<file path="src/rtl/actel_s1_scheduler.sv">
// Round-robin scheduler granting four requesters write/clear access to a shared S1 cell.
// Each transaction grants, loads or clears the cell, then checks the read-back value.
module actel_s1_scheduler (
    input  logic       clk,
    input  logic       clr,
    input  logic [3:0] req,
    input  logic [3:0] op,
    input  logic [3:0] din,
    input  logic       cell_q,
    output logic       cell_load,
    output logic       cell_data,
    output logic       cell_clr,
    output logic [3:0] gnt,
    output logic [3:0] ack,
    output logic       err,
    output logic       busy,
    output logic [3:0] err_cnt
);

    typedef enum logic [1:0] {
        IDLE  = 2'd0,
        LOAD  = 2'd1,
        CHECK = 2'd2
    } state_t;

    state_t     state_q, state_d;
    logic [1:0] ptr_q, ptr_d;
    logic [1:0] idx_q, idx_d;
    logic [3:0] gnt_q, gnt_d;
    logic       cur_op_q, cur_op_d;
    logic       cur_data_q, cur_data_d;
    logic       cell_data_q, cell_data_d;
    logic [3:0] err_cnt_q, err_cnt_d;

    logic       win_valid;
    logic [1:0] win_idx;
    logic       mismatch;

    // Scan downward in priority distance so the closest set bit at or above ptr wins.
    always_comb begin
        logic [1:0] cand;
        win_valid = 1'b0;
        win_idx   = ptr_q;
        for (int k = 3; k >= 0; k--) begin
            cand = ptr_q + 2'(k);
            if (req[cand]) begin
                win_valid = 1'b1;
                win_idx   = cand;
            end
        end
    end

    assign mismatch = (state_q == CHECK) && (cell_q != (cur_op_q ? 1'b0 : cur_data_q));

    always_comb begin
        // NOTE: every signal gets its hold value first so no path can infer a latch.
        state_d     = state_q;
        ptr_d       = ptr_q;
        idx_d       = idx_q;
        gnt_d       = gnt_q;
        cur_op_d    = cur_op_q;
        cur_data_d  = cur_data_q;
        cell_data_d = cell_data_q;
        err_cnt_d   = err_cnt_q;
        case (state_q)
            IDLE: begin
                if (win_valid) begin
                    state_d    = LOAD;
                    idx_d      = win_idx;
                    gnt_d      = 4'b0001 << win_idx;
                    cur_op_d   = op[win_idx];
                    cur_data_d = din[win_idx];
                    if (!op[win_idx]) cell_data_d = din[win_idx];
                end
            end
            LOAD: state_d = CHECK;
            CHECK: begin
                state_d = IDLE;
                gnt_d   = 4'b0000;
                ptr_d   = idx_q + 2'd1;
                if (mismatch && err_cnt_q != 4'd15) err_cnt_d = err_cnt_q + 4'd1;
            end
            default: state_d = IDLE;
        endcase
    end

    // NOTE: state updates use non-blocking assignments so all registers sample pre-edge values.
    always_ff @(posedge clk) begin
        if (clr) begin
            state_q     <= IDLE;
            ptr_q       <= 2'd0;
            idx_q       <= 2'd0;
            gnt_q       <= 4'b0000;
            cur_op_q    <= 1'b0;
            cur_data_q  <= 1'b0;
            cell_data_q <= 1'b0;
            err_cnt_q   <= 4'd0;
        end else begin
            state_q     <= state_d;
            ptr_q       <= ptr_d;
            idx_q       <= idx_d;
            gnt_q       <= gnt_d;
            cur_op_q    <= cur_op_d;
            cur_data_q  <= cur_data_d;
            cell_data_q <= cell_data_d;
            err_cnt_q   <= err_cnt_d;
        end
    end

    assign cell_load = (state_q == LOAD) && !cur_op_q;
    assign cell_clr  = (state_q == LOAD) && cur_op_q;
    assign cell_data = cell_data_q;
    assign gnt       = gnt_q;
    assign ack       = (state_q == CHECK) ? gnt_q : 4'b0000;
    assign err       = mismatch;
    assign busy      = (state_q != IDLE);
    assign err_cnt   = err_cnt_q;

endmodule

</file>
<file path="config.mk">
export PLATFORM = sky130hd
export DESIGN_NAME = actel_s1_scheduler
export DESIGN_NICKNAME = d
export VERILOG_FILES = /design/src/rtl/actel_s1_scheduler.sv
export SDC_FILE = /design/constraint.sdc
export NUM_CORES = 1
export LEC_CHECK = 0
export CAP_MARGIN = 20
export CORE_MARGIN = 2
export CORE_UTILIZATION = 46
export CTS_BUF_LIST = sky130_fd_sc_hd__clkbuf_2
export CTS_CLUSTER_DIAMETER = 100
export DETAILED_ROUTE_END_ITERATION = 10
export HOLD_SLACK_MARGIN = 0.15
export PLACE_DENSITY = 0.82
export SLEW_MARGIN = 10
export SYNTH_ARGS = -nofsm -noshare
export SYNTH_HDL_FRONTEND = slang
export SYNTH_SLANG_ARGS = --single-unit
</file>
<file path="constraint.sdc">
create_clock -name clk -period 2.87 [get_ports clk]
set_clock_uncertainty 0.15 [all_clocks]
set_input_delay 0.861 -clock clk [delete_from_list [all_inputs] [get_ports clk]]
set_output_delay 0.861 -clock clk [all_outputs]
set_load 0.02 [all_outputs]
</file>
== After elaboration in Yosys (flattened, before gate mapping) ==
Cells that the tools add are included.

* Flip-flop bits (word level): 17
* Bits of input ports: 15
* Output and inout bits: 17
* Logic and storage cells: 63

* $add $sub $neg: 5
* $lt $le $gt $ge: 5
* Equal/unequal tests: 5
* Shifts and indexed selects: 1
* Multiplexer cells: 26
* Bitwise logic cells: 1
* Reduce and logical (&&, ||, !) cells: 12

{| class="wikitable"
|+ Operators with widths
! operator !! number
|-
| less-than comparator 2 x 3 -> 1 bit, second input constant || 5
|-
| binary-select mux 1 bit (select 2 bit) || 6
|-
| two-way mux 1 bit || 11
|-
| two-way mux 2 bit || 5
|-
| two-way mux 4 bit || 2
|-
| one-hot mux 4 bit (2 select lines) || 1
|-
| AND reduction 2 bit || 3
|-
| adder 2 x 1 -> 2 bit, second input constant || 2
|-
| adder 2 bit, second input constant || 2
|-
| adder 4 x 1 -> 4 bit, second input constant || 1
|-
| logical AND 1 bit || 4
|-
| inequality test 4 bit, second input constant || 1
|-
| one-hot mux 2 bit (2 select lines) || 1
|-
| nonzero test 2 bit || 2
|-
| left shift 1 x 2 -> 4 bit, first input constant || 1
|-
| AND reduction 3 bit || 1
|-
| == test 2 x 1 -> 1 bit, second input constant || 1
|-
| == test 2 bit, second input constant || 1
|-
| zero test 2 bit || 1
|-
| inequality test 2 bit, second input constant || 1
|-
| zero test 1 bit || 1
|-
| inequality test 1 bit || 1
|-
| inverter 1 bit || 1
|}

== Logic depth before layout (Yosys ltp) ==
Gate-level depths: netlist of run 1.

* Depth in word-level cells: 11
* Mapped depth: 7
* Depth with buffers taken out: 6

== Worst setup path after synthesis of run 1 ==
No wires, ideal clock.

* Kind: input port to flip-flop
* Start: in req[0]
* End: reg cell_data_q, in the netlist cell_data
* Setup time: 72 ps
* Arrival: 2356 ps
* Data required time: 2648 ps
* Slack: 293 ps
* Stages on the path: 6
* Path buffers: 0
* Path through: and2b_2 -> or4_4 -> and3_4 -> a2111oi_2 -> a41o_2 -> mux2i_1

* Cells in the longest elaborated chain, start to end: 10
* Elaborated cells between the ends (all ways): 22

{| class="wikitable"
|+ Ends and longest elaborated chain
! item !! line !! source
|-
| start, declared || 6 || <nowiki>input logic [3:0] req,</nowiki>
|-
| binary-select mux 1 bit (select 2 bit) || 46 || <nowiki>if (req[cand]) begin</nowiki>
|-
| two-way mux 1 bit (implied by the code) || 46 ||
|-
| two-way mux 2 bit (4 in series) || 46 ||
|-
| binary-select mux 1 bit (select 2 bit) || 73 || <nowiki>if (!op[win_idx]) cell_data_d = din[win_idx];</nowiki>
|-
| two-way mux 1 bit (implied by the code) || 73 ||
|-
| inverter 1 bit (no line) || n/a ||
|-
| AND reduction 3 bit (no line) || n/a ||
|-
| end signal, assigned || 105 || <nowiki>cell_data_q <= cell_data_d;</nowiki>
|-
| end, declared || 32 || <nowiki>logic cell_data_q, cell_data_d;</nowiki>
|}

Parallel ways exist; a longest one is shown, timed or not. The select of a mux whose other input is x is not followed.
A chain may end at the register's enable or synchronous reset.

== Final worst setup path of run 1 ==
* Start: in req[3]
* End: reg cell_data_q, in the netlist cell_data

Same word-level chain as after synthesis.

==> impl_metrics.csv, run 1 <==
group,metric,value,unit
setup_path,cp.arrival,2930,ps
global_route,grt_pass1_wl,4.21,mm
synthesis,syn_area,908,sq um
timing,slew_headroom,59.1,%
cells_and_area,final.fill_count,155,
synthesis,netlist.area_leader.share,37.5,%
clock_tree,cts.root.buffer_cell,"clkbuf_2",
synthesis,synth_cell_type_count,37,
routing,drt_iter0_drc,30,
setup_path,critPathMaxFanout,5,
setup_path,cp_num_buf_inv,1,
clock_tree,post_cts_buffers,0,
synthesis,synth_ff_type,"dfxtp_1",
timing,fin_crit,2850,ps
setup_path,worstPathCellList,"clkdlybuf4s50_1, and3b_1, or4_4, and3_4, a2111oi_4, a41o_2, mux2i_1",
synthesis,synth-edff-count,0,
floorplanning,initial_utilization,47.8,%
synthesis,netlist_top_cells_area,"dfxtp_1 (37%), nor2_1 (7.4%), a21oi_1 (3.9%), nand3_1 (3.9%), nand2_1 (3.3%)",
setup_path,endpoint_kind,"register",
placed_design,io_buffers,31,
power_and_ir_drop,power_leakage,0.540,nW
hold_path,hold_class,"reg2reg",
routing,drc,0,
routing,routed_wl,2.39,mm
setup_path,rr_worst_depth,6,
timing,hold_viol_final,0,
global_route,antenna_found_initial,0,
floorplanning,ioPinCount,32,
cells_and_area,fin_nets,168,
synthesis,synthCells,111,
power_and_ir_drop,netSwitchingPower,0.186,mW
setup_path,slowest_delay,510,ps
synthesis,ys_seq_area_share,37.5,%
timing,slew_violations,0,
setup_path,critPathKind,"in2reg",
floorplanning,dieArea,2350,sq um
timing,fin_crit_sh,99.2,%
routing,num_vias,942,
power_and_ir_drop,p_comb_share,34.4,%
cells_and_area,antennaDiodeCount,0,
timing,setup_viol,0,
power_and_ir_drop,p_sw_share,32.5,%
setup_path,critical_path_cell_count,7,
placed_design,hpwl,1.74,mm
cells_and_area,stdcell_area,1340,sq um
routing,first_pass_iters,4,
flow_run,drv_cap,0,
power_and_ir_drop,powerDensity,428,nW/um^2
floorplanning,die_y,48.4,um
power_and_ir_drop,p_total,0.572,mW
placed_design,placed_area,1300,sq um
cells_and_area,syn_to_final_growth,47.0,%
setup_path,worstSetupStartpointType,"input pin",
setup_path,cp.required,2950,ps
cells_and_area,drive_above_1_share,19.2,%
routing,ant_nets,0,
floorplanning,die-width,48.4,um
setup_path,regToRegStartpoint,"ptr_q[0]$_SDFFE_PP0P_",
global_route,grt_max_degree,18,
power_and_ir_drop,vdd_drop_max,317,uV
power_and_ir_drop,p_clk_share,18.8,%
clock_tree,cts_tree,"done",
placed_design,gp_congestion,0.815,
hold_path,min_from,"cur_data_q$_SDFFE_PP0P_",
status,status,"completed",
power_and_ir_drop,p_seq_share,46.8,%
setup_path,reg2reg_slack,570,ps
clock_tree,clk_latency,290,ps
global_route,grt.total_usage,22.5,%
global_route,grt_pass1_vias,962,
synthesis,synthesis.nets,127,
clock_tree,htreeDepth,1,
timing,worst_slack,22.4,ps
synthesis,ys_ff_latch,17,
clock_tree,clockBufferDepth,2,
synthesis,synth_warnings,0,
global_route,grt.overflow.total,0,
power_and_ir_drop,internal_power,0.386,mW
synthesis,synth_top_area_cell,"dfxtp_1",
floorplanning,rows,16,
setup_path,cp_slowest_cell,"or4_4",
placed_design,place_worst_setup_slack,-343,ps
timing,timing.fmax,351,MHz
routing,viasPerCell,5.29,
clock_tree,clkSinkCount,17,
setup_path,crit_start,"req[3]",
floorplanning,fp.coreArea,1900,sq um
clock_tree,cts_buffers,3,
hold_path,hold_path_depth,2,
timing,worstMarginPinSlew,612,ps
synthesis,avgSynthCellArea,8.18,sq um
setup_path,critPathTopFamily,"simple AND/OR/NAND/NOR gates",
clock_tree,clkTransAtPathRegs,160,ps
routing,wire_per_inst,13.4,um
synthesis,async_flop_share,0,%
## what timing repair did
item,CTS,global route
hold buffers,0,0
pin swaps,0,0
endpoints found under the setup margin,3,2
endpoints found under the hold margin,0,0
gates resized for setup,3,5
## final timing paths
check                                          endpoint
worst min register to register  cur_data_q$_SDFFE_PP0P_
worst max register to register   cell_data$_SDFFE_PP0P_
worst min-delay path            cur_data_q$_SDFFE_PP0P_
worst max-delay path             cell_data$_SDFFE_PP0P_
## stage by stage
step | TNS [ps] | hold slack, ps | std cells | utilization [%]
final | 0 | 316 | 178 | 70.2
after global placement | -915 | 292 | 174 | 68.3
after global routing | -16.6 | 360 | 178 | 70.2
after CTS | -26.0 | 319 | 178 | 69.3
after floorplan | 0 | 282 | 111 | -
after detailed placement | -1240 | 297 | 174 | 68.3
## cells in the final DEF, fill, tap and decap left out, types with 3 or more instances in the layout
master,synthesis,routed
nand3_1,7,7
nand2_1,8,8
dfxtp_1,17,17
buf_4,0,10
inv_1,4,4
and2_1,4,4
clkdlybuf4s50_1,0,29
a21oi_1,7,7
clkbuf_2,0,4
nor3_1,3,3
nor2_1,18,18
## flip-flops by register name, indices dropped and copies added (netlist names)
register    count
cell_data       1
cur_data_q      1
err_cnt         4
ptr_q           2
cur_op_q        1
gnt             4
state_q         2
idx_q           2
## layout make-up
type	count	area, sq um	area share, %
Timing Repair Buffer	41	379	28.4
Tap cell	27	33.8	2.53
Multi-Input combinational cell	85	547	41.0
Sequential cell	17	340	25.5
Clock inverter	1	5.00	0.375
Inverter	4	15.0	1.12
Clock buffer	3	15.0	1.12
## cells in the mapped netlist (2+ instances only)
master    instances
a21oi_1           7
nor2b_1           2
dfxtp_1          17
inv_1             4
and2_1            4
and2b_2           2
nor3_1            3
o21ai_0           2
a31oi_1           2
a211oi_1          2
nand2b_1          2
nand3_1           7
xor2_1            2
mux2i_1           2
nor2_1           18
nand2_1           8
clkbuf_1          4
or2_2             2
xnor2_1           3
## cell families after synthesis
| family | after synthesis | share of synthesized area, % |
|---|---|---|
| AO/OA/AOI/OAI | 22 | 17.6 |
| XOR/XNOR | 5 | 4.82 |
| adder cells (fa/ha/maj) | 1 | 1.38 |
| buffers and inverters | 9 | 4.82 |
| flip-flops | 17 | 37.5 |
| multiplexers | 2 | 2.20 |
| AND/OR/NAND/NOR | 55 | 31.7 |
## power by group through the flow
stage          logic, mW  registers, mW  clock network (mW)
5_1_grt            0.215          0.271               0.123
6_report           0.197          0.268               0.108
2_1_floorplan      0.101          0.279                   0
3_5_place_dp       0.187          0.272                   0
4_1_cts            0.189          0.268               0.109
3_3_place_gp       0.183          0.272                   0
## worst register-to-register path: cells and delay by family, from the launching register on
kind             cells  cell delay (ps)
multiplexers         1              200
flip-flops           1              400
AO/OA/AOI/OAI        2              510
AND/OR/NAND/NOR      3              970
## per-layer routing
metal | GRT usage, % | vias up | share of wire [%] | wire length, um
met3 | 5.56 | 4 | 6.1 | 147
met5 | 0 | - | 0 | 0
met1 | 25.9 | 444 | 43 | 1040
met4 | 9.05 | 0 | 1.1 | 26
li1 | - | 461 | - | -
met2 | 40.0 | 33 | 49 | 1180
No activity file was read; power rests on OpenSTA's default activity.
==> run 2, diff against run 1 <==
--- a/config.mk
+++ b/config.mk
@@ -6,7 +6,7 @@
 export NUM_CORES = 1
 export LEC_CHECK = 0
 export CAP_MARGIN = 20
-export CORE_MARGIN = 2
+export CORE_MARGIN = 5
 export CORE_UTILIZATION = 46
 export CTS_BUF_LIST = sky130_fd_sc_hd__clkbuf_2
 export CTS_CLUSTER_DIAMETER = 100
==> impl_metrics.csv, run 2 (synthesis results as in run 1) <==
group,metric,value,unit
floorplanning,ioPinCount,32,
power_and_ir_drop,internal_power,0.393,mW
global_route,grt_util_met2,32.7,%
timing,tns,0,ps
placed_design,io_buffers,31,
floorplanning,dieArea,2960,sq um
global_route,grt_pass1_vias,945,
floorplanning,rows,16,
routing,ant_nets,0,
timing,slew_violations,0,
clock_tree,cts.root.buffer_cell,"clkbuf_2",
cells_and_area,drive_above_1_share,20.8,%
global_route,grt.overflow.total,0,
routing,viasPerCell,5.20,
cells_and_area,antennaDiodeCount,0,
clock_tree,clk_latency,300,ps
clock_tree,clkSinkCount,17,
clock_tree,htreeDepth,1,
routing,wire_per_inst,13.4,um
routing,num_vias,941,
setup_path,worstSetupStartpointType,"input pin",
global_route,grt_max_degree,18,
flow_run,drv_cap,0,
timing,worstMarginPinSlew,640,ps
cells_and_area,syn_to_final_growth,48.6,%
cells_and_area,final_common_cell,"clkdlybuf4s50_1",
power_and_ir_drop,power_leakage,0.557,nW
timing,rsz0062_at_grt,"no",
global_route,busiest_layer,"met2",
global_route,antenna_found_initial,0,
power_and_ir_drop,p_sw_share,31.5,%
power_and_ir_drop,netSwitchingPower,0.181,mW
clock_tree,cts_buffers,3,
placed_design,gp_congestion,0.817,
cells_and_area,fin_cells,181,
power_and_ir_drop,powerDensity,425,nW/um^2
timing,fin_crit,2760,ps
status,status,"completed",
power_and_ir_drop,vdd_drop_max,274,uV
power_and_ir_drop,p_clk_share,19.3,%
clock_tree,clkTransAtPathRegs,150,ps
setup_path,cp.arrival,2870,ps
setup_path,critPathMaxFanout,3,
floorplanning,initial_utilization,47.3,%
cells_and_area,layout_common_cells,"clkdlybuf4s50_1 (29), nor2_1 (18), dfxtp_1 (17)",
power_and_ir_drop,p_seq_share,46.9,%
cells_and_area,fin_nets,171,
cells_and_area,stdcell_area,1350,sq um
global_route,grtUsageMet3,4.63,%
timing,slew_headroom,57.2,%
routing,routed_wl,2.43,mm
hold_path,min_from,"cell_data$_SDFFE_PP0P_",
timing,hold_viol_final,0,
setup_path,endpoint_kind,"register",
placed_design,placed_area,1320,sq um
floorplanning,die_y,54.4,um
setup_path,critPathKind,"in2reg",
global_route,grt_pass1_wl,3.88,mm
setup_path,regToRegStartpoint,"ptr_q[0]$_SDFFE_PP0P_",
floorplanning,die-width,54.4,um
timing,timing.fmax,362,MHz
global_route,grtUsageMet1,19.2,%
routing,first_pass_iters,4,
timing,fin_crit_sh,96.3,%
hold_path,hold_class,"reg2reg",
setup_path,cp.required,2970,ps
routing,drt_iter0_drc,7,
timing,setup_viol,0,
placed_design,dp.cells,177,
clock_tree,post_cts_buffers,0,
power_and_ir_drop,p_comb_share,33.8,%
setup_path,crit_start,"req[3]",
clock_tree,cts_tree,"done",
clock_tree,clockBufferDepth,2,
global_route,grt.total_usage,18.4,%
placed_design,hpwl,1.85,mm
routing,drc,0,
floorplanning,fp.coreArea,1920,sq um
power_and_ir_drop,p_total,0.574,mW
run 2: repair_timing:
item	in CTS	in global routing
gates resized for setup	3	4
pin swaps	1	1
endpoints found under the hold margin	0	0
hold buffers	0	0
setup endpoints to repair	5	5
run 2: per-stage QoR:
stage	hold slack, ps	util [%]	setup WS, ps
final	334	70.2	106
after global routing	370	70.2	23.4
after CTS	334	69.9	13.0
after detailed placement	315	68.8	-281
after global placement	295	68.8	-253
after floorplan	282	-	293
run 2: path summary, 6_finish.rpt:
check	to	slack, ps	depth (start not counted)
hold reg to reg	cell_data$_SDFFE_PP0P_	330	2
setup / recovery	cell_data$_SDFFE_PP0P_	110	7
hold / removal	cell_data$_SDFFE_PP0P_	330	2
setup reg to reg	cell_data$_SDFFE_PP0P_	640	6
run 2: routing by layer:
layer / share of wire (%) / vias to the layer above
met4: 1.8 / 0
met1: 43 / 435
met3: 6.3 / 5
met5: 0 / -
met2: 49 / 31
li1: - / 470
run 2: worst max-delay path, stage by stage:
cell and delay (ps):
clkdlybuf4s50_1 470, and3b_1 170, or4_4 490, and3_4 190, a2111oi_2 340, a41o_2 170, mux2i_1 170
run 2: power groups by stage:
stage               logic, mW  clock network, mW  registers [mW]
finish                  0.194              0.111           0.269
global route            0.211              0.120           0.271
CTS                     0.193              0.113           0.268
detailed placement      0.191                  0           0.273
global placement        0.187                  0           0.272
floorplan               0.101                  0           0.279
run 2: area by class of cell:
| cell class | instances | area [sq um] |
|---|---|---|
| Clock buffer | 4 | 20.0 |
| Fill cell | 167 | 572 |
| Inverter | 4 | 15.0 |
| Multi-Input combinational cell | 85 | 536 |
| Sequential cell | 17 | 340 |
| Tap cell | 27 | 33.8 |
| Timing Repair Buffer | 44 | 405 |
==> run 3, diff against run 2 <==
--- a/config.mk
+++ b/config.mk
@@ -5,6 +5,7 @@
 export SDC_FILE = /design/constraint.sdc
 export NUM_CORES = 1
 export LEC_CHECK = 0
+export ABC_CLOCK_PERIOD_IN_PS = 2870
 export CAP_MARGIN = 20
 export CORE_MARGIN = 5
 export CORE_UTILIZATION = 46
==> results of run 3 <==
No change in the layout: final DEF, timing and power equal those of run 2.
